[src/rtl/inst_encoder.sv]
// LoongArch instruction encoder: range-checks field-level requests and packs
// legal ones into 32-bit words tagged with sequential word addresses.
module inst_encoder #(
  parameter int unsigned ADDR_W = 10
) (
  input  logic              clk,
  input  logic              rstn,
  input  logic              start,
  input  logic              in_valid,
  output logic              in_ready,
  input  logic [5:0]        in_kind,
  input  logic [4:0]        in_rd,
  input  logic [4:0]        in_rj,
  input  logic [4:0]        in_rk,
  input  logic [31:0]       in_imm,
  output logic              out_valid,
  input  logic              out_ready,
  output logic [31:0]       out_inst,
  output logic [ADDR_W-1:0] out_addr,
  output logic [ADDR_W:0]   count,
  output logic              full,
  output logic              err,
  output logic [5:0]        err_kind
);

  localparam int unsigned CNT_W = ADDR_W + 1;
  localparam logic [ADDR_W:0] DEPTH = {1'b1, {ADDR_W{1'b0}}};

  typedef enum logic [2:0] {
    F_BAD, F_3R, F_SHI, F_SI12, F_UI12, F_RI20, F_RI16, F_I26
  } fmt_t;

  fmt_t        fmt;
  logic [5:0]  op6;
  logic [3:0]  op4;
  logic [4:0]  f5;
  logic [31:0] word;
  logic        legal;
  logic        si12_ok, ui12_ok, ui5_ok, si20_ok, off16_ok, off26_ok;
  logic [25:0] off26;
  logic        accept, drain;
  logic [ADDR_W:0] count_nxt;

  // Format and opcode selection; numbering follows the decoder's kind order.
  always_comb begin
    fmt = F_BAD;
    op6 = 6'h00;
    op4 = 4'h0;
    f5  = 5'h00;
    case (in_kind)
      6'd0:  begin fmt = F_3R;   f5 = 5'h00; end
      6'd1:  begin fmt = F_SI12; op4 = 4'ha; end
      6'd2:  begin fmt = F_RI20; op6 = 6'h05; end
      6'd3:  begin fmt = F_3R;   f5 = 5'h02; end
      6'd4:  begin fmt = F_RI20; op6 = 6'h07; end
      6'd5:  begin fmt = F_3R;   f5 = 5'h04; end
      6'd6:  begin fmt = F_3R;   f5 = 5'h05; end
      6'd7:  begin fmt = F_SI12; op4 = 4'h8; end
      6'd8:  begin fmt = F_SI12; op4 = 4'h9; end
      6'd9:  begin fmt = F_3R;   f5 = 5'h09; end
      6'd10: begin fmt = F_3R;   f5 = 5'h0a; end
      6'd11: begin fmt = F_3R;   f5 = 5'h08; end
      6'd12: begin fmt = F_3R;   f5 = 5'h0b; end
      6'd13: begin fmt = F_UI12; op4 = 4'hd; end
      6'd14: begin fmt = F_UI12; op4 = 4'he; end
      6'd15: begin fmt = F_UI12; op4 = 4'hf; end
      6'd16: begin fmt = F_SHI;  f5 = 5'h01; end
      6'd17: begin fmt = F_SHI;  f5 = 5'h09; end
      6'd18: begin fmt = F_SHI;  f5 = 5'h11; end
      6'd19: begin fmt = F_3R;   f5 = 5'h0e; end
      6'd20: begin fmt = F_3R;   f5 = 5'h0f; end
      6'd21: begin fmt = F_3R;   f5 = 5'h10; end
      6'd22: begin fmt = F_SI12; op6 = 6'h0a; op4 = 4'h2; end
      6'd23: begin fmt = F_SI12; op6 = 6'h0a; op4 = 4'h1; end
      6'd24: begin fmt = F_SI12; op6 = 6'h0a; op4 = 4'h0; end
      6'd25: begin fmt = F_SI12; op6 = 6'h0a; op4 = 4'h9; end
      6'd26: begin fmt = F_SI12; op6 = 6'h0a; op4 = 4'h8; end
      6'd27: begin fmt = F_SI12; op6 = 6'h0a; op4 = 4'h6; end
      6'd28: begin fmt = F_SI12; op6 = 6'h0a; op4 = 4'h5; end
      6'd29: begin fmt = F_SI12; op6 = 6'h0a; op4 = 4'h4; end
      6'd30: begin fmt = F_RI16; op6 = 6'h13; end
      6'd31: begin fmt = F_I26;  op6 = 6'h15; end
      6'd32: begin fmt = F_I26;  op6 = 6'h14; end
      6'd33: begin fmt = F_RI16; op6 = 6'h16; end
      6'd34: begin fmt = F_RI16; op6 = 6'h17; end
      6'd35: begin fmt = F_RI16; op6 = 6'h18; end
      6'd36: begin fmt = F_RI16; op6 = 6'h1a; end
      6'd37: begin fmt = F_RI16; op6 = 6'h19; end
      6'd38: begin fmt = F_RI16; op6 = 6'h1b; end
      default: fmt = F_BAD;
    endcase
  end

  // Immediate legality: upper bits must be a pure sign (or zero) extension.
  always_comb begin
    si12_ok  = (&in_imm[31:11]) | ~(|in_imm[31:11]);
    ui12_ok  = ~(|in_imm[31:12]);
    ui5_ok   = ~(|in_imm[31:5]);
    si20_ok  = (&in_imm[31:19]) | ~(|in_imm[31:19]);
    off16_ok = ~(|in_imm[1:0]) & ((&in_imm[31:17]) | ~(|in_imm[31:17]));
    off26_ok = ~(|in_imm[1:0]) & ((&in_imm[31:27]) | ~(|in_imm[31:27]));
    off26    = in_imm[27:2];
  end

  // Word assembly per format.
  always_comb begin
    word  = 32'h0;
    legal = 1'b0;
    case (fmt)
      F_3R: begin
        word  = {6'h00, 4'h0, 2'h1, f5, in_rk, in_rj, in_rd};
        legal = 1'b1;
      end
      F_SHI: begin
        word  = {6'h00, 4'h1, 2'h0, f5, in_imm[4:0], in_rj, in_rd};
        legal = ui5_ok;
      end
      F_SI12: begin
        word  = {op6, op4, in_imm[11:0], in_rj, in_rd};
        legal = si12_ok;
      end
      F_UI12: begin
        word  = {op6, op4, in_imm[11:0], in_rj, in_rd};
        legal = ui12_ok;
      end
      F_RI20: begin
        word  = {op6, 1'b0, in_imm[19:0], in_rd};
        legal = si20_ok;
      end
      F_RI16: begin
        word  = {op6, in_imm[17:2], in_rj, in_rd};
        legal = off16_ok;
      end
      F_I26: begin
        word  = {op6, off26[15:0], off26[25:16]};
        legal = off26_ok;
      end
      default: begin
        word  = 32'h0;
        legal = 1'b0;
      end
    endcase
  end

  assign in_ready  = ~start & ~full & (~out_valid | out_ready);
  assign accept    = in_valid & in_ready;
  assign drain     = out_valid & out_ready;
  assign count_nxt = count + CNT_W'(1);

  // Single output stage with pass-through ready; start clears bookkeeping.
  always_ff @(posedge clk or negedge rstn) begin
    if (!rstn) begin
      out_valid <= 1'b0;
      out_inst  <= 32'h0;
      out_addr  <= '0;
      count     <= '0;
      full      <= 1'b0;
      err       <= 1'b0;
      err_kind  <= 6'h0;
    end else if (start) begin
      out_valid <= 1'b0;
      count     <= '0;
      full      <= 1'b0;
      err       <= 1'b0;
      err_kind  <= 6'h0;
    end else begin
      if (accept && legal) begin
        out_valid <= 1'b1;
        out_inst  <= word;
        out_addr  <= count[ADDR_W-1:0];
        count     <= count_nxt;
        full      <= (count_nxt == DEPTH);
      end else if (drain) begin
        out_valid <= 1'b0;
      end
      if (accept && !legal) begin
        err <= 1'b1;
        if (!err) err_kind <= in_kind;
      end
    end
  end

endmodule
[config.mk]
export PLATFORM = sky130hd
export DESIGN_NAME = inst_encoder
export DESIGN_NICKNAME = d
export VERILOG_FILES = /design/src/rtl/inst_encoder.sv
export SDC_FILE = /design/constraint.sdc
export NUM_CORES = 1
export LEC_CHECK = 0
export BUFFER_PORTS_ARGS = -buffer_cell sky130_fd_sc_hd__buf_2
export CORE_ASPECT_RATIO = 0.9
export CORE_UTILIZATION = 52
export CTS_CLUSTER_DIAMETER = 80
export DETAILED_ROUTE_END_ITERATION = 12
export GPL_TIMING_DRIVEN = 1
export PLACE_DENSITY = 0.81
export SYNTH_ARGS = -nofsm -noshare
export SYNTH_HDL_FRONTEND = slang
export SYNTH_SLANG_ARGS = --single-unit
[constraint.sdc]
create_clock -name clk -period 3 [get_ports clk]
set_clock_uncertainty 0.2 [all_clocks]
set_input_delay 0.3 -clock clk [delete_from_list [all_inputs] [get_ports clk]]
set_output_delay 0.3 -clock clk [all_outputs]
set_load 0.05 [all_outputs]
==> results of run 1 <==
## worst reg2reg max path: stages (launching register included)
cell	delay [ns]
sky130_fd_sc_hd__dfrtp_1	0.48
sky130_fd_sc_hd__ha_1	0.31
sky130_fd_sc_hd__nand4_1	0.19
sky130_fd_sc_hd__nor2_1	0.17
sky130_fd_sc_hd__nand3_1	0.14
sky130_fd_sc_hd__or3_1	0.38
sky130_fd_sc_hd__xor2_1	0.28
sky130_fd_sc_hd__nor3_1	0.08
sky130_fd_sc_hd__a31o_2	0.21
## routing by layer
| metal | GRT usage [%] | routed length (um) | up-vias |
|---|---|---|---|
| met3 | 6.63 | 1090 | 32 |
| met4 | 13.6 | 295 | 0 |
| met2 | 54.8 | 6250 | 249 |
| met1 | 47.3 | 5790 | 2061 |
| li1 | - | - | 1993 |
| met5 | 0 | 0 | - |
## cells in the mapped netlist (2+ instances only)
library cell               instances  area [um^2]
sky130_fd_sc_hd__mux2i_1          13          130
sky130_fd_sc_hd__nand3b_1          2         15.0
sky130_fd_sc_hd__nor3_1            9         45.0
sky130_fd_sc_hd__ha_1              2         25.0
sky130_fd_sc_hd__a31oi_1           4         25.0
sky130_fd_sc_hd__nor2b_1           3         18.8
sky130_fd_sc_hd__a222oi_1          7         70.1
sky130_fd_sc_hd__buf_1             3         11.3
sky130_fd_sc_hd__a21oi_1          10         50.1
sky130_fd_sc_hd__nand2b_1          6         37.5
sky130_fd_sc_hd__o22ai_1           6         37.5
sky130_fd_sc_hd__a211o_1           5         43.8
sky130_fd_sc_hd__nor4_1            6         37.5
sky130_fd_sc_hd__xor2_1            2         17.5
sky130_fd_sc_hd__xnor2_1           8         70.1
sky130_fd_sc_hd__or3b_2            2         17.5
sky130_fd_sc_hd__a32o_1            3         30.0
sky130_fd_sc_hd__buf_2             5         25.0
sky130_fd_sc_hd__a22oi_1          12         90.1
sky130_fd_sc_hd__clkbuf_1         19         71.3
sky130_fd_sc_hd__o21ai_0          39          195
sky130_fd_sc_hd__a211oi_1          4         30.0
sky130_fd_sc_hd__a22o_1            2         17.5
sky130_fd_sc_hd__nor4b_1           3         26.3
sky130_fd_sc_hd__nand4_1           8         50.1
sky130_fd_sc_hd__and3_1            2         12.5
sky130_fd_sc_hd__a21o_1            3         22.5
sky130_fd_sc_hd__inv_1            12         45.0
sky130_fd_sc_hd__a221o_1           4         40.0
sky130_fd_sc_hd__nand2_1          50          188
sky130_fd_sc_hd__or3_1             5         31.3
sky130_fd_sc_hd__o21bai_1          2         15.0
sky130_fd_sc_hd__o32ai_1           6         52.6
sky130_fd_sc_hd__mux2_2           26          293
sky130_fd_sc_hd__a31o_2            3         26.3
sky130_fd_sc_hd__nand3_1           8         40.0
sky130_fd_sc_hd__dfrtp_1          61         1530
sky130_fd_sc_hd__nor2_1           24         90.1
sky130_fd_sc_hd__a221oi_1          3         26.3
sky130_fd_sc_hd__mux2_4            2         30.0
sky130_fd_sc_hd__o31ai_1           6         45.0
## area by class of cell
| type | instances | area [um^2] |
|---|---|---|
| Sequential cell | 61 | 1530 |
| Multi-Input combinational cell | 325 | 2380 |
| Timing Repair Buffer | 197 | 1250 |
| Tap cell | 93 | 116 |
| Fill cell | 525 | 1710 |
| Clock inverter | 6 | 63.8 |
| Inverter | 13 | 48.8 |
| Clock buffer | 10 | 128 |
## state kept, by name, indices dropped and copies added (netlist names)
name and count:
out_inst 31, count 11, out_addr 10, err_kind 6, err 1, full 1, out_valid 1
## per-stage QoR
stage | TNS, ns | hold slack [ns] | cell area [um^2]
global placement | -13.48 | 0.283 | 5270
CTS | 0 | 0.0265 | 5510
global route | 0 | 0.0954 | 5510
finish | 0 | 0.0478 | 5510
floorplan | -1.06 | -0.196 | 4080
detailed placement | -14.84 | 0.291 | 5270
## cells by family (layout without fill, tap and decap cells)
kind of cell	Yosys count	in the layout	synth area share, %
AND/OR/NAND/NOR	138	138	17.9
AO/OA/AOI/OAI	132	132	24.8
flip-flops	61	61	38.3
multiplexers	42	42	11.6
buffers and inverters	42	226	4.40
XOR/XNOR	10	10	2.20
adder cells (fa/ha/maj)	2	2	0.628
other	1	1	0.0941
## cells in the final DEF (no fill, tap or decap), types with 10 or more instances in the layout
cell type	Yosys	routed
sky130_fd_sc_hd__buf_4	1	72
sky130_fd_sc_hd__nor2_1	24	24
sky130_fd_sc_hd__a22oi_1	12	12
sky130_fd_sc_hd__dfrtp_1	61	61
sky130_fd_sc_hd__o21ai_0	39	39
sky130_fd_sc_hd__nand2_1	50	50
sky130_fd_sc_hd__a21oi_1	10	10
sky130_fd_sc_hd__inv_1	12	12
sky130_fd_sc_hd__mux2i_1	13	13
sky130_fd_sc_hd__buf_2	5	119
sky130_fd_sc_hd__mux2_4	2	20
## worst max-delay path by stage
stage / start / to / depth (start not counted)
after floorplan: in_imm[15] / full / 9
after global placement: in_imm[15] / full / 10
after detailed placement: in_imm[15] / full / 10
after CTS: in_imm[15] / full / 9
after global routing: in_kind[5] / err_kind[4] / 10
final: in_kind[5] / err_kind[4] / 10
## repair_timing
action                     4_1_cts  5_1_grt
pin swaps                        1        1
gates cloned                     1        0
setup endpoints to repair        1        2
resized for setup                2        0
hold buffers                     2        0
hold endpoints to repair        62        0
## power groups by stage
stage	logic [mW]	clock network (mW)	registers, mW
6_report	1.12	0.742	1.02
5_1_grt	1.17	0.784	1.03
4_1_cts	1.11	0.752	1.01
3_5_place_dp	1.11	0	1.03
3_3_place_gp	1.09	0	1.02
2_1_floorplan	0.318	0	1.45
==> run_summary.xml, run 1 <==
<?xml version="1.0" encoding="UTF-8"?>
<metrics>
  <group name="outcome">
    <metric name="status" unit="">complete, no violations</metric>
  </group>
  <group name="timing">
    <metric name="max_slew_headroom" unit="%">47.6</metric>
    <metric name="final-setup-viol-count" unit="">0</metric>
    <metric name="period_share" unit="%">96.9</metric>
    <metric name="timing_hold_violations_final" unit="">0</metric>
    <metric name="period_needed" unit="ns">2.91</metric>
    <metric name="timing_max_transition_violations_final" unit="">0</metric>
    <metric name="max_freq" unit="MHz">344</metric>
    <metric name="layout_setup_ws" unit="ns">0.0925</metric>
    <metric name="rsz0062_at_grt" unit="">no</metric>
    <metric name="worst_pin_slew" unit="ns">0.786</metric>
  </group>
  <group name="global_routing">
    <metric name="grt.total_usage" unit="%">34.8</metric>
    <metric name="wire_length_of_the_first_global_routing_pass" unit="um">21400</metric>
    <metric name="number_of_global_route_vias_before_repair" unit="">4195</metric>
    <metric name="pin_count_of_the_biggest_net_entering_global_routing" unit="">62</metric>
    <metric name="antenna_found_initial" unit="">0</metric>
    <metric name="gr-total-overflow" unit="">0</metric>
  </group>
  <group name="power">
    <metric name="powerDensity" unit="nW/um^2">522</metric>
    <metric name="p_seq_share" unit="%">35.3</metric>
    <metric name="overall_power" unit="mW">2.88</metric>
    <metric name="pwr-share-clk" unit="%">25.8</metric>
    <metric name="ir_worst_vdd" unit="mV">0.405</metric>
    <metric name="reported_net_switching_power" unit="mW">1.19</metric>
    <metric name="p_int" unit="mW">1.69</metric>
    <metric name="power.leakage" unit="nW">2.70</metric>
    <metric name="comb_power_share" unit="%">38.9</metric>
    <metric name="power_switching_share" unit="%">41.3</metric>
  </group>
  <group name="layout">
    <metric name="finalNetCount" unit="">667</metric>
    <metric name="layout-drive-gt1-share" unit="%">42.3</metric>
    <metric name="n_antenna_cell" unit="">0</metric>
    <metric name="syn_to_final_growth" unit="%">38.3</metric>
    <metric name="stdcell_count" unit="">705</metric>
    <metric name="layout.core_utilization" unit="%">76.3</metric>
  </group>
  <group name="yosys">
    <metric name="synthCells" unit="">428</metric>
    <metric name="yosys_warnings" unit="">0</metric>
    <metric name="yosys_most_used_dff" unit="">sky130_fd_sc_hd__dfrtp_1</metric>
    <metric name="syn-cell-area" unit="um^2">3990</metric>
    <metric name="synth_cell_type_count" unit="">69</metric>
    <metric name="synth_sequential_area_ratio" unit="%">38.3</metric>
    <metric name="number_of_nets_produced_by_synthesis" unit="">488</metric>
    <metric name="postSynth.asyncResetShare" unit="%">100</metric>
    <metric name="syn_avg_cell_area" unit="um^2">9.31</metric>
    <metric name="flip_flop_and_latch_count_after_synthesis" unit="">61</metric>
    <metric name="synth_enable_flop_cells" unit="">0</metric>
  </group>
  <group name="setup_path">
    <metric name="critical_path.startpoint_type" unit="">input pin</metric>
    <metric name="r2r_slack" unit="ns">0.45</metric>
    <metric name="worst-setup-path-type" unit="">in -&gt; reg</metric>
    <metric name="worst_path_largest_cell_delay" unit="ns">0.51</metric>
    <metric name="worstPathMaxFanout" unit="">12</metric>
    <metric name="slowest_cell_on_crit_path" unit="">sky130_fd_sc_hd__or3b_2</metric>
    <metric name="cp.arrival" unit="ns">2.97</metric>
    <metric name="r2r_end" unit="">count[10]</metric>
    <metric name="reg2regPathDepth" unit="">8</metric>
    <metric name="critPathBufInv" unit="">3</metric>
    <metric name="cp_cell_sequence" unit="">buf_2 &gt; or3b_2 &gt; o32a_1 &gt; o311ai_4 &gt; a2111oi_2 &gt; nor4_4 &gt; buf_4 &gt; nor3b_4 &gt; buf_12 &gt; mux2i_1</metric>
    <metric name="critPathRequiredTime" unit="ns">3.07</metric>
    <metric name="cpLargestDelayFamily" unit="">simple AND/OR/NAND/NOR gates</metric>
    <metric name="regToRegStartpoint" unit="">count[0]</metric>
    <metric name="endpoint_kind" unit="">flop</metric>
  </group>
  <group name="cts">
    <metric name="cts_post_setup_buffers_inserted" unit="">0</metric>
    <metric name="clkTransAtPathRegs" unit="ns">0.07</metric>
    <metric name="insertion_delay" unit="ns">0.35</metric>
    <metric name="clk_root_buffer_cell" unit="">sky130_fd_sc_hd__clkbuf_8</metric>
    <metric name="clkSinkCount" unit="">61</metric>
    <metric name="tritoncts" unit="">yes</metric>
    <metric name="cts-buffers-inserted" unit="">9</metric>
    <metric name="clk_path_buf_depth" unit="">2</metric>
    <metric name="htree_num_levels" unit="">3</metric>
  </group>
  <group name="floorplanning">
    <metric name="chipHeight" unit="um">85.1</metric>
    <metric name="core_area" unit="um^2">7220</metric>
    <metric name="initial_utilization" unit="%">55.2</metric>
    <metric name="rows" unit="">29</metric>
    <metric name="pin_count" unit="">121</metric>
    <metric name="fp.dieArea" unit="um^2">8020</metric>
    <metric name="floorplan.die.width" unit="um">94.3</metric>
  </group>
  <group name="hold_path">
    <metric name="worst_hold_path_type" unit="">in -&gt; reg</metric>
    <metric name="holdPathEnd" unit="">err</metric>
    <metric name="min_path_cells" unit="">3</metric>
    <metric name="min-delay-start" unit="">in_valid</metric>
  </group>
  <group name="detailed_routing">
    <metric name="dr.pass1.iters" unit="">5</metric>
    <metric name="detail_route.drc_violations" unit="">0</metric>
    <metric name="routed_wl" unit="um">13400</metric>
    <metric name="detailroute.via_count" unit="">4335</metric>
    <metric name="wire_per_inst" unit="um">19.0</metric>
    <metric name="drt_iter0_drc" unit="">381</metric>
    <metric name="ant_nets" unit="">0</metric>
    <metric name="route.detailed.vias_per_inst" unit="">6.15</metric>
  </group>
  <group name="place">
    <metric name="routability_cong" unit="">0.949</metric>
    <metric name="number_of_buffer_cells_added_on_primary_ports" unit="">119</metric>
    <metric name="dp_slack" unit="ns">-0.395</metric>
    <metric name="detailedPlacementHpwl" unit="um">9960</metric>
    <metric name="post-place-cells" unit="">687</metric>
  </group>
  <group name="run">
    <metric name="timing.max_cap.violations" unit="">0</metric>
  </group>
</metrics>
No activity file was read; power rests on OpenSTA's default activity.
==> run 2, diff against run 1 <==
--- a/config.mk
+++ b/config.mk
@@ -7,11 +7,11 @@
 export LEC_CHECK = 0
 export BUFFER_PORTS_ARGS = -buffer_cell sky130_fd_sc_hd__buf_2
 export CORE_ASPECT_RATIO = 0.9
-export CORE_UTILIZATION = 52
+export CORE_UTILIZATION = 50
 export CTS_CLUSTER_DIAMETER = 80
 export DETAILED_ROUTE_END_ITERATION = 12
 export GPL_TIMING_DRIVEN = 1
-export PLACE_DENSITY = 0.81
+export PLACE_DENSITY = 0.78
 export SYNTH_ARGS = -nofsm -noshare
 export SYNTH_HDL_FRONTEND = slang
 export SYNTH_SLANG_ARGS = --single-unit
==> run 2 against run 1 <==
Wire length decreased by 2.1%. Final cell count increased by 0.43%. Clock power increased by 32%. Largest power group unchanged. Total power increased by 8.5%. Maximum frequency decreased by 0.47%. Critical endpoint is now out_inst[1]. Critical path depth decreased by 1. Combinational power about the same. Worst hold slack got worse by 0.012 ns.
==> run_summary.xml, run 2 (synthesis gave the netlist of run 1 again) <==
<?xml version="1.0" encoding="UTF-8"?>
<metrics>
  <group name="outcome">
    <metric name="status" unit="">complete, no violations</metric>
  </group>
  <group name="detailed_routing">
    <metric name="routed_wl" unit="um">13100</metric>
    <metric name="maxUsedRoutingLayer" unit="">met4</metric>
    <metric name="route.detailed.vias_per_inst" unit="">6.12</metric>
    <metric name="drt_iter0_drc" unit="">387</metric>
    <metric name="wl_met1" unit="um">5860</metric>
    <metric name="wl_met3" unit="um">1160</metric>
    <metric name="ant_nets" unit="">0</metric>
    <metric name="detail_route.drc_violations" unit="">0</metric>
    <metric name="detailroute.via_count" unit="">4336</metric>
    <metric name="wl_met2" unit="um">5900</metric>
    <metric name="dr.pass1.iters" unit="">5</metric>
    <metric name="wire_per_inst" unit="um">18.6</metric>
  </group>
  <group name="setup_path">
    <metric name="cpLargestDelayFamily" unit="">simple AND/OR/NAND/NOR gates</metric>
    <metric name="critical_path.startpoint_type" unit="">input pin</metric>
    <metric name="cp_cell_sequence" unit="">buf_2 &gt; or4_4 &gt; or3_1 &gt; or4_4 &gt; a2111oi_4 &gt; nor4_4 &gt; or2_4 &gt; bufbuf_16 &gt; o31ai_2</metric>
    <metric name="cp.arrival" unit="ns">2.97</metric>
    <metric name="worst-setup-path-type" unit="">in -&gt; reg</metric>
    <metric name="r2r_slack" unit="ns">0.45</metric>
    <metric name="endpoint_kind" unit="">flop</metric>
    <metric name="slowest_cell_on_crit_path" unit="">sky130_fd_sc_hd__or4_4</metric>
    <metric name="critPathBufInv" unit="">2</metric>
    <metric name="worstPathMaxFanout" unit="">11</metric>
    <metric name="worst_path_largest_cell_delay" unit="ns">0.54</metric>
    <metric name="critPathRequiredTime" unit="ns">3.05</metric>
    <metric name="critPathMostFrequentCell" unit="">sky130_fd_sc_hd__or4_4</metric>
  </group>
  <group name="power">
    <metric name="ir_worst_vdd" unit="mV">0.321</metric>
    <metric name="power.leakage" unit="nW">2.74</metric>
    <metric name="powerDensity" unit="nW/um^2">557</metric>
  </group>
  <group name="timing">
    <metric name="worst_pin_slew" unit="ns">0.783</metric>
    <metric name="period_needed" unit="ns">2.92</metric>
    <metric name="final-setup-viol-count" unit="">0</metric>
    <metric name="timing.setup.tns" unit="ns">0</metric>
    <metric name="timing_hold_violations_final" unit="">0</metric>
    <metric name="max_slew_headroom" unit="%">47.8</metric>
    <metric name="rsz0062_at_grt" unit="">no</metric>
    <metric name="max_freq" unit="MHz">342</metric>
    <metric name="timing.hold.ws" unit="ns">0.0355</metric>
    <metric name="timing_max_transition_violations_final" unit="">0</metric>
    <metric name="period_share" unit="%">97.4</metric>
  </group>
  <group name="cts">
    <metric name="insertion_delay" unit="ns">0.35</metric>
    <metric name="clkTransAtPathRegs" unit="ns">0.06</metric>
    <metric name="clk_path_buf_depth" unit="">2</metric>
    <metric name="cts-buffers-inserted" unit="">9</metric>
    <metric name="tritoncts" unit="">yes</metric>
    <metric name="htree_num_levels" unit="">3</metric>
    <metric name="clkSinkCount" unit="">61</metric>
    <metric name="clk_root_buffer_cell" unit="">sky130_fd_sc_hd__clkbuf_8</metric>
  </group>
  <group name="layout">
    <metric name="syn_to_final_growth" unit="%">40.5</metric>
    <metric name="n_antenna_cell" unit="">0</metric>
    <metric name="layout.cell_area.non_filler" unit="um^2">5600</metric>
    <metric name="largest_register_by_flop_count" unit="">out_inst</metric>
    <metric name="finalNetCount" unit="">667</metric>
    <metric name="most-common-layout-cells" unit="">sky130_fd_sc_hd__buf_2, sky130_fd_sc_hd__buf_4, sky130_fd_sc_hd__dfrtp_1</metric>
    <metric name="layout-drive-gt1-share" unit="%">42.3</metric>
    <metric name="final_common_cell" unit="">sky130_fd_sc_hd__buf_2</metric>
    <metric name="layout.core_utilization" unit="%">73.5</metric>
    <metric name="largest_reg_flops" unit="">31</metric>
    <metric name="nFillCells" unit="">580</metric>
    <metric name="layout_top_registers" unit="">out_inst: 31 flops, count: 11 flops, out_addr: 10 flops</metric>
  </group>
  <group name="global_routing">
    <metric name="grt.total_usage" unit="%">32.2</metric>
    <metric name="wire_length_of_the_first_global_routing_pass" unit="um">20100</metric>
    <metric name="gr-total-overflow" unit="">0</metric>
    <metric name="antenna_found_initial" unit="">0</metric>
    <metric name="number_of_global_route_vias_before_repair" unit="">3977</metric>
    <metric name="pin_count_of_the_biggest_net_entering_global_routing" unit="">32</metric>
  </group>
  <group name="place">
    <metric name="number_of_buffer_cells_added_on_primary_ports" unit="">119</metric>
    <metric name="routability_cong" unit="">0.926</metric>
    <metric name="placement.cell_area" unit="um^2">5270</metric>
    <metric name="detailedPlacementHpwl" unit="um">9720</metric>
  </group>
  <group name="floorplanning">
    <metric name="pin_count" unit="">121</metric>
    <metric name="fp.dieArea" unit="um^2">8330</metric>
    <metric name="chipHeight" unit="um">86.7</metric>
    <metric name="floorplan.die.width" unit="um">96.1</metric>
    <metric name="rows" unit="">30</metric>
    <metric name="core_area" unit="um^2">7620</metric>
    <metric name="initial_utilization" unit="%">52.3</metric>
  </group>
  <group name="run">
    <metric name="timing.max_cap.violations" unit="">0</metric>
  </group>
  <group name="hold_path">
    <metric name="worst_hold_path_type" unit="">in -&gt; reg</metric>
  </group>
</metrics>
run 2: cell count changes in the layout (fill, tap and decap cells not counted), sizes merged:
cell,delta
clkinvlp,-2
clkinv,-3
clkbuf,+2
bufinv,+3
run 2: layout make-up:
class,instances,area (um^2),share of cell area [%]
inverters,13,48.8,0.871
well taps,96,120,2.14
clock buffers,12,135,2.41
flip-flops and latches,61,1530,27.3
clock inverters,4,120,2.14
repair buffers,197,1260,22.5
multi-input cells,325,2390,42.6
run 2: timing repair:
item                                    in CTS  in global routing
pin swaps                                    1                  1
hold buffers                                 2                  0
gates resized for setup                      4                  0
endpoints found under the hold margin       31                  0
buffers inserted                             0                  1
cloned                                       1                  0
endpoints found under the setup margin       1                  7
run 2: final timing paths:
kind	from	to	depth (start not counted)
min	in_valid	err	3
min in group asynchronous	rstn	out_inst[16]	2
max reg2reg	count[0]	count[10]	8
max in group asynchronous	rstn	out_addr[6]	3
min reg2reg	out_addr[2]	out_addr[2]	1
max	in_imm[15]	out_inst[1]	9
run 2: worst min-delay path: cells and delay by family:
kind                   cells  cell delay, ns
AND/OR/NAND/NOR            1            0.08
buffers and inverters      1            0.09
AO/OA/AOI/OAI              1            0.07
run 2: power by group:
group          switching (mW)  leakage [nW]  total [mW]  internal [mW]
Sequential             0.0785         0.819        1.02          0.944
Clock                   0.343         0.125       0.981          0.638
Combinational           0.749          1.80        1.12          0.367
run 2: metrics by stage:
step	setup slack (ns)	total power, mW	cells
5_1_grt	0.0276	3.23	708
2_1_floorplan	-0.109	1.77	428
3_3_place_gp	-0.337	2.11	689
6_report	0.0787	3.12	708
3_5_place_dp	-0.377	2.13	689
4_1_cts	0.0471	3.12	707
run 2: metal layers:
layer	global-route usage (%)	up-vias
met5	0	-
met4	10.7	0
met3	4.91	23
met2	51.5	256
met1	44.6	2071
li1	-	1986
==> run 3, diff against run 2 <==
--- a/config.mk
+++ b/config.mk
@@ -8,6 +8,7 @@
 export BUFFER_PORTS_ARGS = -buffer_cell sky130_fd_sc_hd__buf_2
 export CORE_ASPECT_RATIO = 0.9
 export CORE_UTILIZATION = 50
+export CTS_BUF_LIST = sky130_fd_sc_hd__clkbuf_16
 export CTS_CLUSTER_DIAMETER = 80
 export DETAILED_ROUTE_END_ITERATION = 12
 export GPL_TIMING_DRIVEN = 1
==> run 3 against run 2 <==
Non-clock buffer count unchanged. Count of clock-buffer cells in the layout decreased by 3. Worst hold slack improved by 0.019 ns. Via count increased by 0.42%. Critical path depth unchanged. Design area increased by 1.6%. Combinational power about the same.
==> run_summary.xml, run 3 (synthesis gave the netlist of run 1 again) <==
<?xml version="1.0" encoding="UTF-8"?>
<metrics>
  <group name="power">
    <metric name="p_seq_share" unit="%">30.1</metric>
    <metric name="reported_net_switching_power" unit="mW">1.20</metric>
    <metric name="power_switching_share" unit="%">35.4</metric>
    <metric name="p_int" unit="mW">2.20</metric>
    <metric name="comb_power_share" unit="%">32.8</metric>
    <metric name="ir_worst_vdd" unit="mV">0.370</metric>
    <metric name="pwr-share-clk" unit="%">37.1</metric>
    <metric name="power.leakage" unit="nW">2.80</metric>
    <metric name="powerDensity" unit="nW/um^2">597</metric>
  </group>
  <group name="layout">
    <metric name="layout_top_registers" unit="">out_inst: 31 flops, count: 11 flops, out_addr: 10 flops</metric>
    <metric name="nFillCells" unit="">558</metric>
    <metric name="largest_reg_flops" unit="">31</metric>
    <metric name="n_antenna_cell" unit="">0</metric>
    <metric name="finalNetCount" unit="">667</metric>
    <metric name="layout.core_utilization" unit="%">74.7</metric>
    <metric name="stdcell_count" unit="">708</metric>
    <metric name="layout-drive-gt1-share" unit="%">42.0</metric>
    <metric name="seqCellArea" unit="um^2">1530</metric>
    <metric name="final_common_cell" unit="">sky130_fd_sc_hd__buf_2</metric>
    <metric name="largest_register_by_flop_count" unit="">out_inst</metric>
    <metric name="layout.cell_area.non_filler" unit="um^2">5690</metric>
    <metric name="syn_to_final_growth" unit="%">42.8</metric>
    <metric name="most-common-layout-cells" unit="">sky130_fd_sc_hd__buf_2, sky130_fd_sc_hd__buf_4, sky130_fd_sc_hd__dfrtp_1</metric>
    <metric name="multi_input_combinational_cell_area" unit="um^2">2380</metric>
  </group>
  <group name="cts">
    <metric name="clk_root_buffer_cell" unit="">sky130_fd_sc_hd__clkbuf_16</metric>
    <metric name="insertion_delay" unit="ns">0.33</metric>
    <metric name="clk_path_buf_depth" unit="">2</metric>
    <metric name="tritoncts" unit="">yes</metric>
    <metric name="clkSinkCount" unit="">61</metric>
    <metric name="cts-buffers-inserted" unit="">9</metric>
    <metric name="clkTransAtPathRegs" unit="ns">0.05</metric>
    <metric name="htree_num_levels" unit="">3</metric>
  </group>
  <group name="setup_path">
    <metric name="endpoint_kind" unit="">flop</metric>
    <metric name="critPathRequiredTime" unit="ns">3.03</metric>
    <metric name="cp.arrival" unit="ns">2.96</metric>
    <metric name="worstPathMaxFanout" unit="">11</metric>
    <metric name="reg2regPathDepth" unit="">8</metric>
    <metric name="worst-setup-path-type" unit="">in -&gt; reg</metric>
    <metric name="critical_path.startpoint_type" unit="">input pin</metric>
  </group>
  <group name="floorplanning">
    <metric name="fp.dieArea" unit="um^2">8330</metric>
    <metric name="chipHeight" unit="um">86.7</metric>
    <metric name="rows" unit="">30</metric>
    <metric name="floorplan.die.width" unit="um">96.1</metric>
    <metric name="core_area" unit="um^2">7620</metric>
    <metric name="pin_count" unit="">121</metric>
    <metric name="initial_utilization" unit="%">52.3</metric>
  </group>
  <group name="timing">
    <metric name="timing_max_transition_violations_final" unit="">0</metric>
    <metric name="final-setup-viol-count" unit="">0</metric>
    <metric name="max_slew_headroom" unit="%">47.6</metric>
    <metric name="max_freq" unit="MHz">341</metric>
    <metric name="timing.setup.tns" unit="ns">0</metric>
    <metric name="rsz0062_at_grt" unit="">no</metric>
    <metric name="period_needed" unit="ns">2.93</metric>
    <metric name="period_share" unit="%">97.7</metric>
    <metric name="worst_pin_slew" unit="ns">0.786</metric>
    <metric name="timing_hold_violations_final" unit="">0</metric>
    <metric name="timing.hold.ws" unit="ns">0.0540</metric>
  </group>
  <group name="global_routing">
    <metric name="grt.total_usage" unit="%">32.6</metric>
    <metric name="gr-total-overflow" unit="">0</metric>
    <metric name="number_of_global_route_vias_before_repair" unit="">4052</metric>
    <metric name="antenna_found_initial" unit="">0</metric>
    <metric name="pin_count_of_the_biggest_net_entering_global_routing" unit="">32</metric>
    <metric name="wire_length_of_the_first_global_routing_pass" unit="um">20300</metric>
  </group>
  <group name="detailed_routing">
    <metric name="drt_iter0_drc" unit="">402</metric>
    <metric name="detailroute.via_count" unit="">4354</metric>
    <metric name="route.detailed.vias_per_inst" unit="">6.15</metric>
    <metric name="wire_per_inst" unit="um">18.9</metric>
    <metric name="dr.pass1.iters" unit="">5</metric>
    <metric name="ant_nets" unit="">0</metric>
    <metric name="detail_route.drc_violations" unit="">0</metric>
    <metric name="routed_wl" unit="um">13400</metric>
  </group>
  <group name="place">
    <metric name="post-place-cells" unit="">689</metric>
    <metric name="routability_cong" unit="">0.926</metric>
    <metric name="placement.cell_area" unit="um^2">5270</metric>
    <metric name="number_of_buffer_cells_added_on_primary_ports" unit="">119</metric>
    <metric name="detailedPlacementHpwl" unit="um">9720</metric>
  </group>
  <group name="outcome">
    <metric name="status" unit="">complete, no violations</metric>
  </group>
  <group name="run">
    <metric name="timing.max_cap.violations" unit="">0</metric>
  </group>
  <group name="hold_path">
    <metric name="min_path_cells" unit="">3</metric>
    <metric name="worst_hold_path_type" unit="">in -&gt; reg</metric>
  </group>
</metrics>
[run 3: cell types whose count changed in the layout (fill, tap and decap cells not counted), sizes merged]
| cell | change |
|---|---|
| clkbuf | -3 |
| inv | +3 |
[run 3: power by group through the flow]
stage	clock, mW	sequential, mW	combinational [mW]
2_1_floorplan	0	1.45	0.318
3_3_place_gp	0	1.03	1.08
3_5_place_dp	0	1.03	1.10
4_1_cts	1.27	1.02	1.11
5_1_grt	1.31	1.04	1.17
6_report	1.26	1.02	1.11
[run 3: routing by layer]
metal | routed length (um) | GRT usage, % | vias to the layer above
met5 | 0 | 0 | -
li1 | - | - | 1983
met2 | 6060 | 52.2 | 258
met3 | 1110 | 6.05 | 27
met1 | 5950 | 43.9 | 2086
met4 | 255 | 11.7 | 0
[run 3: final cells by class]
type / count / area share [%]
multi-input cells: 325 / 41.8
clock buffers: 9 / 3.96
repair buffers: 197 / 22.2
inverters: 13 / 0.857
flip-flops and latches: 61 / 26.8
clock inverters: 7 / 2.31
well taps: 96 / 2.11
[run 3: worst paths after layout]
| kind | endpoint | startpoint | slack [ns] |
|---|---|---|---|
| worst max-delay path | out_inst[1] | in_imm[15] | 0.07 |
| worst min-delay path | err | in_valid | 0.05 |
| worst max register to register | count[10] | count[0] | 0.44 |
| worst min register to register | out_addr[2] | out_addr[2] | 0.30 |
| max in group asynchronous | out_inst[30] | rstn | 1.53 |
| min in group asynchronous | out_inst[16] | rstn | 0.43 |
[run 3: metrics by stage]
step           worst slack [ns]  total power [mW]
6_report                 0.0682              3.40
5_1_grt                  0.0110              3.52
4_1_cts                  0.0195              3.40
3_5_place_dp             -0.377              2.13
3_3_place_gp             -0.337              2.11
2_1_floorplan            -0.109              1.77
[run 3: critical path: stages]
cell and delay, ns:
sky130_fd_sc_hd__buf_2 0.11, sky130_fd_sc_hd__or4_4 0.54, sky130_fd_sc_hd__or3_1 0.32, sky130_fd_sc_hd__or4_4 0.44, sky130_fd_sc_hd__a2111oi_4 0.35, sky130_fd_sc_hd__nor4_4 0.12, sky130_fd_sc_hd__or2_4 0.27, sky130_fd_sc_hd__bufbuf_16 0.28
sky130_fd_sc_hd__o31ai_1 0.22
[run 3: repair_timing]
action	4_1_cts	5_1_grt
hold buffers	2	0
setup endpoints to repair	5	12
hold endpoints to repair	31	0
buffers inserted	0	1
gates resized for setup	2	0
gates cloned	1	0
pin swaps	1	1
